## config.mk

```make
export PLATFORM = sky130hd
export DESIGN_NAME = seg7_scan_bcd
export DESIGN_NICKNAME = d
export VERILOG_FILES = /design/src/rtl/seg7_scan_bcd.sv
export SDC_FILE = /design/constraint.sdc
export NUM_CORES = 1
export LEC_CHECK = 0
export ABC_AREA = 1
export CORE_UTILIZATION = 45
export CTS_CLUSTER_DIAMETER = 60
export DETAILED_ROUTE_END_ITERATION = 10
export GPL_TIMING_DRIVEN = 0
export PLACE_DENSITY = 0.75
export SLEW_MARGIN = 20
export SYNTH_ARGS = -nofsm -noshare
export SYNTH_HDL_FRONTEND = slang
export SYNTH_SLANG_ARGS = --single-unit
```

## constraint.sdc

```tcl
create_clock -name Clk -period 1.24 [get_ports Clk]
set_input_delay 0.31 -clock Clk [delete_from_list [all_inputs] [get_ports Clk]]
set_output_delay 0.31 -clock Clk [all_outputs]
set_load 0.01 [all_outputs]
```

## src/rtl/seg7_scan_bcd.sv

```systemverilog
// seg7_scan_bcd: converts an 8-bit unsigned value to 3-digit BCD with a
// sequential double-dabble engine, then scans the digits onto a
// common-anode 3-digit 7-segment display with leading-zero blanking.
module seg7_scan_bcd #(
    parameter int SCAN_DIV = 50000,
    parameter int CNT_W    = 16
) (
    input  logic        Clk,
    input  logic        RST_N,
    input  logic [7:0]  Din,
    output logic        Busy,
    output logic [11:0] Bcd,
    output logic [7:0]  Seg,
    output logic [2:0]  Sel
);

    typedef enum logic {IDLE, SHIFT} state_t;

    state_t      state;
    logic [7:0]  last;
    logic [19:0] sr;
    logic [2:0]  iter;
    logic [19:0] sr_adj;
    logic [19:0] sr_nxt;
    logic [CNT_W-1:0] cnt;
    logic [1:0]  idx;

    // Add 3 to every BCD nibble that is 5 or more, ahead of the shift.
    function automatic logic [11:0] adj3(input logic [11:0] b);
        logic [11:0] r;
        logic [3:0]  nib;
        r = b;
        for (int i = 0; i < 3; i++) begin
            nib = b[4*i +: 4];
            if (nib >= 4'd5)
                r[4*i +: 4] = nib + 4'd3;
        end
        return r;
    endfunction

    // Active-low segment pattern for one decimal digit; dp stays off.
    function automatic logic [7:0] seg7(input logic [3:0] d);
        logic [7:0] s;
        case (d)
            4'd0:    s = 8'hC0;
            4'd1:    s = 8'hF9;
            4'd2:    s = 8'hA4;
            4'd3:    s = 8'hB0;
            4'd4:    s = 8'h99;
            4'd5:    s = 8'h92;
            4'd6:    s = 8'h82;
            4'd7:    s = 8'hF8;
            4'd8:    s = 8'h80;
            4'd9:    s = 8'h90;
            default: s = 8'hFF;
        endcase
        return s;
    endfunction

    assign sr_adj = {adj3(sr[19:8]), sr[7:0]};
    assign sr_nxt = sr_adj << 1;

    // Converter: start on a new Din in IDLE, then eight adjust-and-shift steps.
    always_ff @(posedge Clk or negedge RST_N) begin
        if (!RST_N) begin
            state <= IDLE;
            last  <= 8'h00;
            sr    <= 20'h0;
            iter  <= 3'd0;
            Busy  <= 1'b0;
            Bcd   <= 12'h000;
        end else begin
            case (state)
                IDLE: begin
                    if (Din != last) begin
                        sr    <= {12'b0, Din};
                        last  <= Din;
                        iter  <= 3'd0;
                        Busy  <= 1'b1;
                        state <= SHIFT;
                    end
                end
                SHIFT: begin
                    sr <= sr_nxt;
                    if (iter == 3'd7) begin
                        Bcd   <= sr_nxt[19:8];
                        Busy  <= 1'b0;
                        state <= IDLE;
                    end else begin
                        iter <= iter + 3'd1;
                    end
                end
                default: state <= IDLE;
            endcase
        end
    end

    // Scan prescaler; each wrap moves on to the next digit (units, tens, hundreds).
    always_ff @(posedge Clk or negedge RST_N) begin
        if (!RST_N) begin
            cnt <= '0;
            idx <= 2'd0;
        end else if (cnt == CNT_W'(SCAN_DIV - 1)) begin
            cnt <= '0;
            idx <= (idx == 2'd2) ? 2'd0 : idx + 2'd1;
        end else begin
            cnt <= cnt + 1'b1;
        end
    end

    // Register digit select and segments from the current digit and Bcd.
    always_ff @(posedge Clk or negedge RST_N) begin
        if (!RST_N) begin
            Sel <= 3'b111;
            Seg <= 8'hFF;
        end else begin
            case (idx)
                2'd0: begin
                    Sel <= 3'b110;
                    Seg <= seg7(Bcd[3:0]);
                end
                2'd1: begin
                    Sel <= 3'b101;
                    Seg <= (Bcd[11:4] == 8'h00) ? 8'hFF : seg7(Bcd[7:4]);
                end
                2'd2: begin
                    Sel <= 3'b011;
                    Seg <= (Bcd[11:8] == 4'h0) ? 8'hFF : seg7(Bcd[11:8]);
                end
                default: begin
                    Sel <= 3'b111;
                    Seg <= 8'hFF;
                end
            endcase
        end
    end

endmodule

```

# [After elaboration in Yosys (flattened, before gate mapping)]
# Memory sizes are Yosys's and may differ from the RTL's.
# Index checks and enable logic that the tools add are counted.
[word_totals] register_bits=74 latchBits=0 mem_bits_rw=0 rom_bits=336 output_inout_bits=24 word_cells=58 mem_count=3
[memory_table] memory="(no name shown)" depth=16 word_bits=7 rd=1 rd_ports_with_merged_regs=0 wr=0 line_no="44" source="case (d)"
[memory_table] memory="(no name shown)" depth=16 word_bits=7 rd=1 rd_ports_with_merged_regs=0 wr=0 line_no="44"
[memory_table] memory="(no name shown)" depth=16 word_bits=7 rd=1 rd_ports_with_merged_regs=0 wr=0 line_no="44"
[classes] n_addsub=6 multipliers=0 n_div=0 order_cmp=3 eq_ne=8 shifts=0 n_mux=20 bitwise_logic=1 n_reduce_logical=7
[ops] op="$pmux W20 S2" count=1
[ops] op="$pmux W8 S3" count=1
[ops] op="$mux W20" count=1
[ops] op="$add A16 B1 Y16 const B" count=1
[ops] op="$eq A16 B16 Y1 const B" count=1
[ops] op="$mux W16" count=1
[ops] op="$mux W8" count=2
[ops] op="$ge A4 B3 Y1 const B" count=3
[ops] op="$mux W3" count=3
[ops] op="$pmux W3 S3" count=1
[ops] op="$add A4 B2 Y4 const B" count=2
[ops] op="$logic_not A8 Y1" count=1
[ops] op="$mux W4" count=2
[ops] op="$ne A8 B8 Y1" count=1
[ops] op="$reduce_and A2 Y1" count=4
[ops] op="$pmux W3 S2" count=1
[ops] op="$logic_not A4 Y1" count=1
[ops] op="$mux W1" count=4
[ops] op="$ne A2 B2 Y1 const B" count=2
[ops] op="$pmux W1 S2" count=2
[ops] op="$add A3 B1 Y3 const B" count=1
[ops] op="$add A3 B2 Y3 const B" count=1
[ops] op="$eq A3 B3 Y1 const B" count=1
[ops] op="$add A2 B1 Y2 const B" count=1
[ops] op="other kinds (6)" count=6

# [Depth between registers and ports, before layout]
[logic_depth] word_depth=3 mapped_depth=10 depth_no_buf=10

# [Worst setup path before layout]
# No wires, ideal clock.
[synth_timing] kind="register to register" start="reg iter[0]" end="reg iter[0]" setup_time_ns=0.065 arrival_time_ns=1.301 t_required_ns=1.175 path_slack_ns=-0.126 path_stages_with_launch=7 path_buffers=0 path_cell_list="dfrtp_1 -> ha_1 -> ha_1 -> nor2_2 -> inv_1 -> or2_2 -> nand2_1"
[synth_between] elab_chain_len=3 word_cells_on_any_way=6 cone_classes="1 x add/sub; 2 x eq/ne; 2 x mux; 1 x reduce/logical"
[synth_rtl] element="from (decl)" line_no="22" source="logic [2:0] iter;"
[synth_rtl] element="from (signal assigned)" line_no="90" source="iter <= iter + 3'd1;"
[synth_rtl] element="$add A3 B1 Y3 / $eq A3 B3 Y1 (equally long branches)" line_no="90, 85"
[synth_rtl] element="$mux W3 / $ne A2 B2 Y1 (equally long branches)"
[synth_rtl] element="$pmux W3 S2 / $reduce_and A2 Y1 (equally long branches)"
# Parallel ways exist; a longest one is shown, timed or not. The select of a mux whose other input is x is not followed.
# A chain may end at the register's enable or synchronous reset.

# [Worst setup path after layout]
[layout_timing] start="reg last[1]" end="reg sr[14]"
[layout_between] elab_chain_len=2
[layout_rtl] element="from (decl)" line_no="20" source="logic [7:0] last;"
[layout_rtl] element="from (signal assigned)" line_no="77" source="last <= Din;"
[layout_rtl] element="$ne A8 B8 Y1" line_no="75" source="if (Din != last) begin"
[layout_rtl] element="$ne A2 B2 Y1 (no line)"
[layout_rtl] element="to (signal assigned)" line_no="76" source="sr <= {12'b0, Din};"
[layout_rtl] element="to (signal assigned)" line_no="84" source="sr <= sr_nxt;"
[layout_rtl] element="to (decl)" line_no="21" source="logic [19:0] sr;"
# No other way between the ends.

==> impl_metrics.env <==
export IMPL_status="finished with violations"
export IMPL_violations="DRC, setup timing"
export IMPL_hpwl_mm=6.20
export IMPL_vias=3802
export IMPL_final_net_count=648
export IMPL_crit_type="register to register"
export IMPL_final_cell_area_mm2=0.00590
export IMPL_io_pins=34
export IMPL_yosysUniqueCellTypes=35
export IMPL_regArea_mm2=0.00185
export IMPL_syn_avg_cell_area_um2=8.03
export IMPL_post_route_cells_drive_above_1_share_pct=44.1
export IMPL_hold_class="primary input to register"
export IMPL_antenna_found_initial=0
export IMPL_path_cells="inv_1, nand2_1, nand2_1, nand2_1, nor2_2, nand2_2, clkinv_4, buf_6, nand3_1, nand2_1"
export IMPL_drtIter0Drc=163
export IMPL_multi_input_area_mm2=0.00254
export IMPL_cts_tree="yes"
export IMPL_gp_congestion=0.877
export IMPL_finalClockSkew_ns=0.0112
export IMPL_clk_pin_slew_ns=0.08
export IMPL_cp_max_fo=5
export IMPL_cp_num_buf_inv=3
export IMPL_crit_path_end_kind="register"
export IMPL_fin_util_pct=67.0
export IMPL_clock_latency_ns=0.35
export IMPL_rsz0062_at_grt="true"
export IMPL_dpl_cell_area_mm2=0.00470
export IMPL_start_kind="register"
export IMPL_antennaDiodeCount=0
export IMPL_fillCellCount=649
export IMPL_port_buffers=32
export IMPL_core_area_mm2=0.00881
export IMPL_maxCapViolCount=0
export IMPL_wl_mm=10.8
export IMPL_synth_main_ff_cell="dfrtp_1"
export IMPL_grt_met2_usage_pct=39.5
export IMPL_synth_nets=551
export IMPL_p_per_area_mw_per_mm2=2300
export IMPL_timing_rr_start="last[1]"
export IMPL_numCtsBuffers=9
export IMPL_path_delay_family="simple AND/OR/NAND/NOR gates"
export IMPL_whs_path_depth=3
export IMPL_cp_slowest_stage_delay_ns=0.41
export IMPL_cpMostUsedCell="nand2_1"
export IMPL_placementRows=34
export IMPL_design_die_area_mm2=0.00960
export IMPL_cp_depth=10
export IMPL_root_buffer="clkbuf_8"
export IMPL_rr_worst_depth=10
export IMPL_die_h_um=98.0
export IMPL_gr_total_overflow=0
export IMPL_finalMaxSlewViolations=0
export IMPL_cp_arrival_ns=1.75
export IMPL_gr_usage_met1_pct=26.0
export IMPL_track_usage_pct=22.1
export IMPL_wire_per_inst_um=14.9
export IMPL_dp_slack_ns=-0.468
export IMPL_setup_slack_ns=-0.222
export IMPL_ys_seq_area_share_pct=44.4
export IMPL_reg2reg_to="sr[14]"
export IMPL_area_delta_synth_final_pct=42.3
export IMPL_cts_buffer_depth=2
export IMPL_tns_ns=-7.63
export IMPL_route_detailed_drc=4
export IMPL_period_minus_slack_ns=1.46
export IMPL_die_w_um=98.0
export IMPL_gr_usage_met3_pct=5.30
export IMPL_clock_sinks=73
export IMPL_viasPerCell=5.24
export IMPL_critPathSlowestCell="dfrtp_1"
export IMPL_grt_max_degree=40
export IMPL_grt_pass1_wl_mm=16.9
export IMPL_grt_busiest_layer="met2"
export IMPL_ys_async_sr_fraction_pct=100
export IMPL_post_route_period_util_pct=118
export IMPL_max_freq_mhz=684
export IMPL_required_ns=1.53
export IMPL_final_hold_viol_count=0
export IMPL_setup_viol=74
export IMPL_ir_worst_vdd_mv=1.44
export IMPL_holdPathEnd="last[1]"
export IMPL_cts_htree_levels=3
export IMPL_firstDrtPassIters=7
export IMPL_p_total_w=0.0136
export IMPL_min_from="Din[1]"
export IMPL_initial_core_util_pct=47.1
export IMPL_p_leak_nw=2.92
export IMPL_ys_seq_elements=73
export IMPL_drtAntennaViolNets=0
export IMPL_grt_pass1_vias=3688
export IMPL_synth_warning_count=0
export IMPL_syn_inst=516
export IMPL_syn_area_mm2=0.00414
export IMPL_timing_reg2reg_setup_slack_ns=-0.22
export IMPL_synth_edf_count=0
## metal layers
layer,wire (µm),share of wire [%],vias to the layer above
met5,0,0,-
met4,194,1.8,0
met3,397,3.7,23
met2,5900,55,104
met1,4270,40,1835
li1,-,-,1840
## cell usage after synthesis, types with 2 or more instances
cell type / count / share of area (%)
buf_1: 2 / 0.18
inv_1: 60 / 5.4
nor2_2: 4 / 0.60
nand3_1: 43 / 5.2
nor3_1: 5 / 0.60
nor2_1: 25 / 2.3
buf_6: 2 / 0.54
o21a_1: 2 / 0.36
o21bai_1: 3 / 0.54
a21oi_1: 13 / 1.6
nand2_1: 131 / 12
xnor2_1: 5 / 1.1
inv_2: 11 / 1.0
ha_1: 25 / 7.5
o21ai_1: 12 / 1.4
dfstp_2: 10 / 6.3
xor2_1: 10 / 2.1
nor2_4: 2 / 0.54
or2_0: 2 / 0.30
nand2_2: 7 / 1.1
clkbuf_1: 2 / 0.18
nand3_2: 4 / 0.97
dfrtp_1: 63 / 38
buf_2: 2 / 0.24
o21ai_0: 49 / 5.9
nand4_1: 4 / 0.60
clkbuf_2: 2 / 0.24
buf_4: 4 / 0.72
or2_2: 4 / 0.60
a21boi_0: 3 / 0.54
## report_power, final
group | switching (W) | total [W] | internal, W
registers | 0.000725 | 0.00404 | 0.00331
clock network | 0.000885 | 0.00179 | 0.000907
logic | 0.00424 | 0.00773 | 0.00349
total | 0.00585 | 0.0136 | 0.00771
## layout by cell type (no fill, tap or decap), drive strengths merged
cell / n
inv: 71
conb: 1
nand4: 4
or2: 6
nor2: 31
xnor2: 5
dlygate4sd3: 1
dlymetal6s2s: 2
a31oi: 1
o21ai: 61
a21boi: 3
a21oi: 13
dfrtp: 63
nor3: 6
dlygate4sd2: 6
clkinv: 5
o21a: 2
nand2: 139
nand3b: 1
ha: 25
clkinvlp: 1
dfstp: 10
nand3: 47
o21bai: 3
o211ai: 1
bufinv: 1
xor2: 10
buf: 84
clkbuf: 14
## cells by family after synthesis
logic type	share of synthesized area [%]
other	0.0905
DFF	44.4
xor gates and xnor gates	3.17
and+or+nand+nor	25.2
buffers and inverters	8.54
AOI/OAI and AO/OA	11.1
adders and majority gates	7.55
## through the flow
stage | instances | hold WS (ns)
after global routing | 725 | 0.289
after detailed placement | 657 | 0.319
final | 725 | 0.278
after floorplan | 516 | 0.0144
after global placement | 656 | 0.475
after CTS | 715 | 0.378
## tightest hold or removal path, delay by kind of cell
kind	cells	cell delay, ns
compound gates	1	0.07
buf+inv	2	0.22
## worst max-delay path by stage
| stage | slack, ns | from | to |
|---|---|---|---|
| after global placement | -2.87 | RST_N | Bcd[5] |
| after CTS | -0.13 | Bcd[9] | Seg[0] |
| final | -0.22 | last[1] | sr[14] |
| after floorplan | -0.03 | sr[8] | sr[10] |
| after global routing | -0.28 | last[1] | sr[14] |
| after detailed placement | -0.47 | Din[7] | last[4] |
## state kept, by name (all words and copies together), names as in the netlist
register  count
sr           20
cnt          16
Bcd          12
last          8
Seg           7
Sel           3
iter          3
idx           2
Busy          1
state         1
## final cells by class
type                    count  area share, %
plain buffers              14           2.10
clock buffers               9           2.10
clock inverters             6           1.02
inverters                  71           5.03
multi-input cells         359           43.0
flip-flops and latches     73           31.4
well taps                 108           2.29
repair buffers             84           13.0
repair inverters            1          0.106
## timing repair
item,in CTS,in global routing
hold buffers,1,0
buffers inserted,35,10
gates cloned,7,0
endpoints found under the setup margin,88,85
hold endpoints to repair,28,0
resized for setup,222,83
pin swaps,40,33
Power figures use the tool's default switching activity.
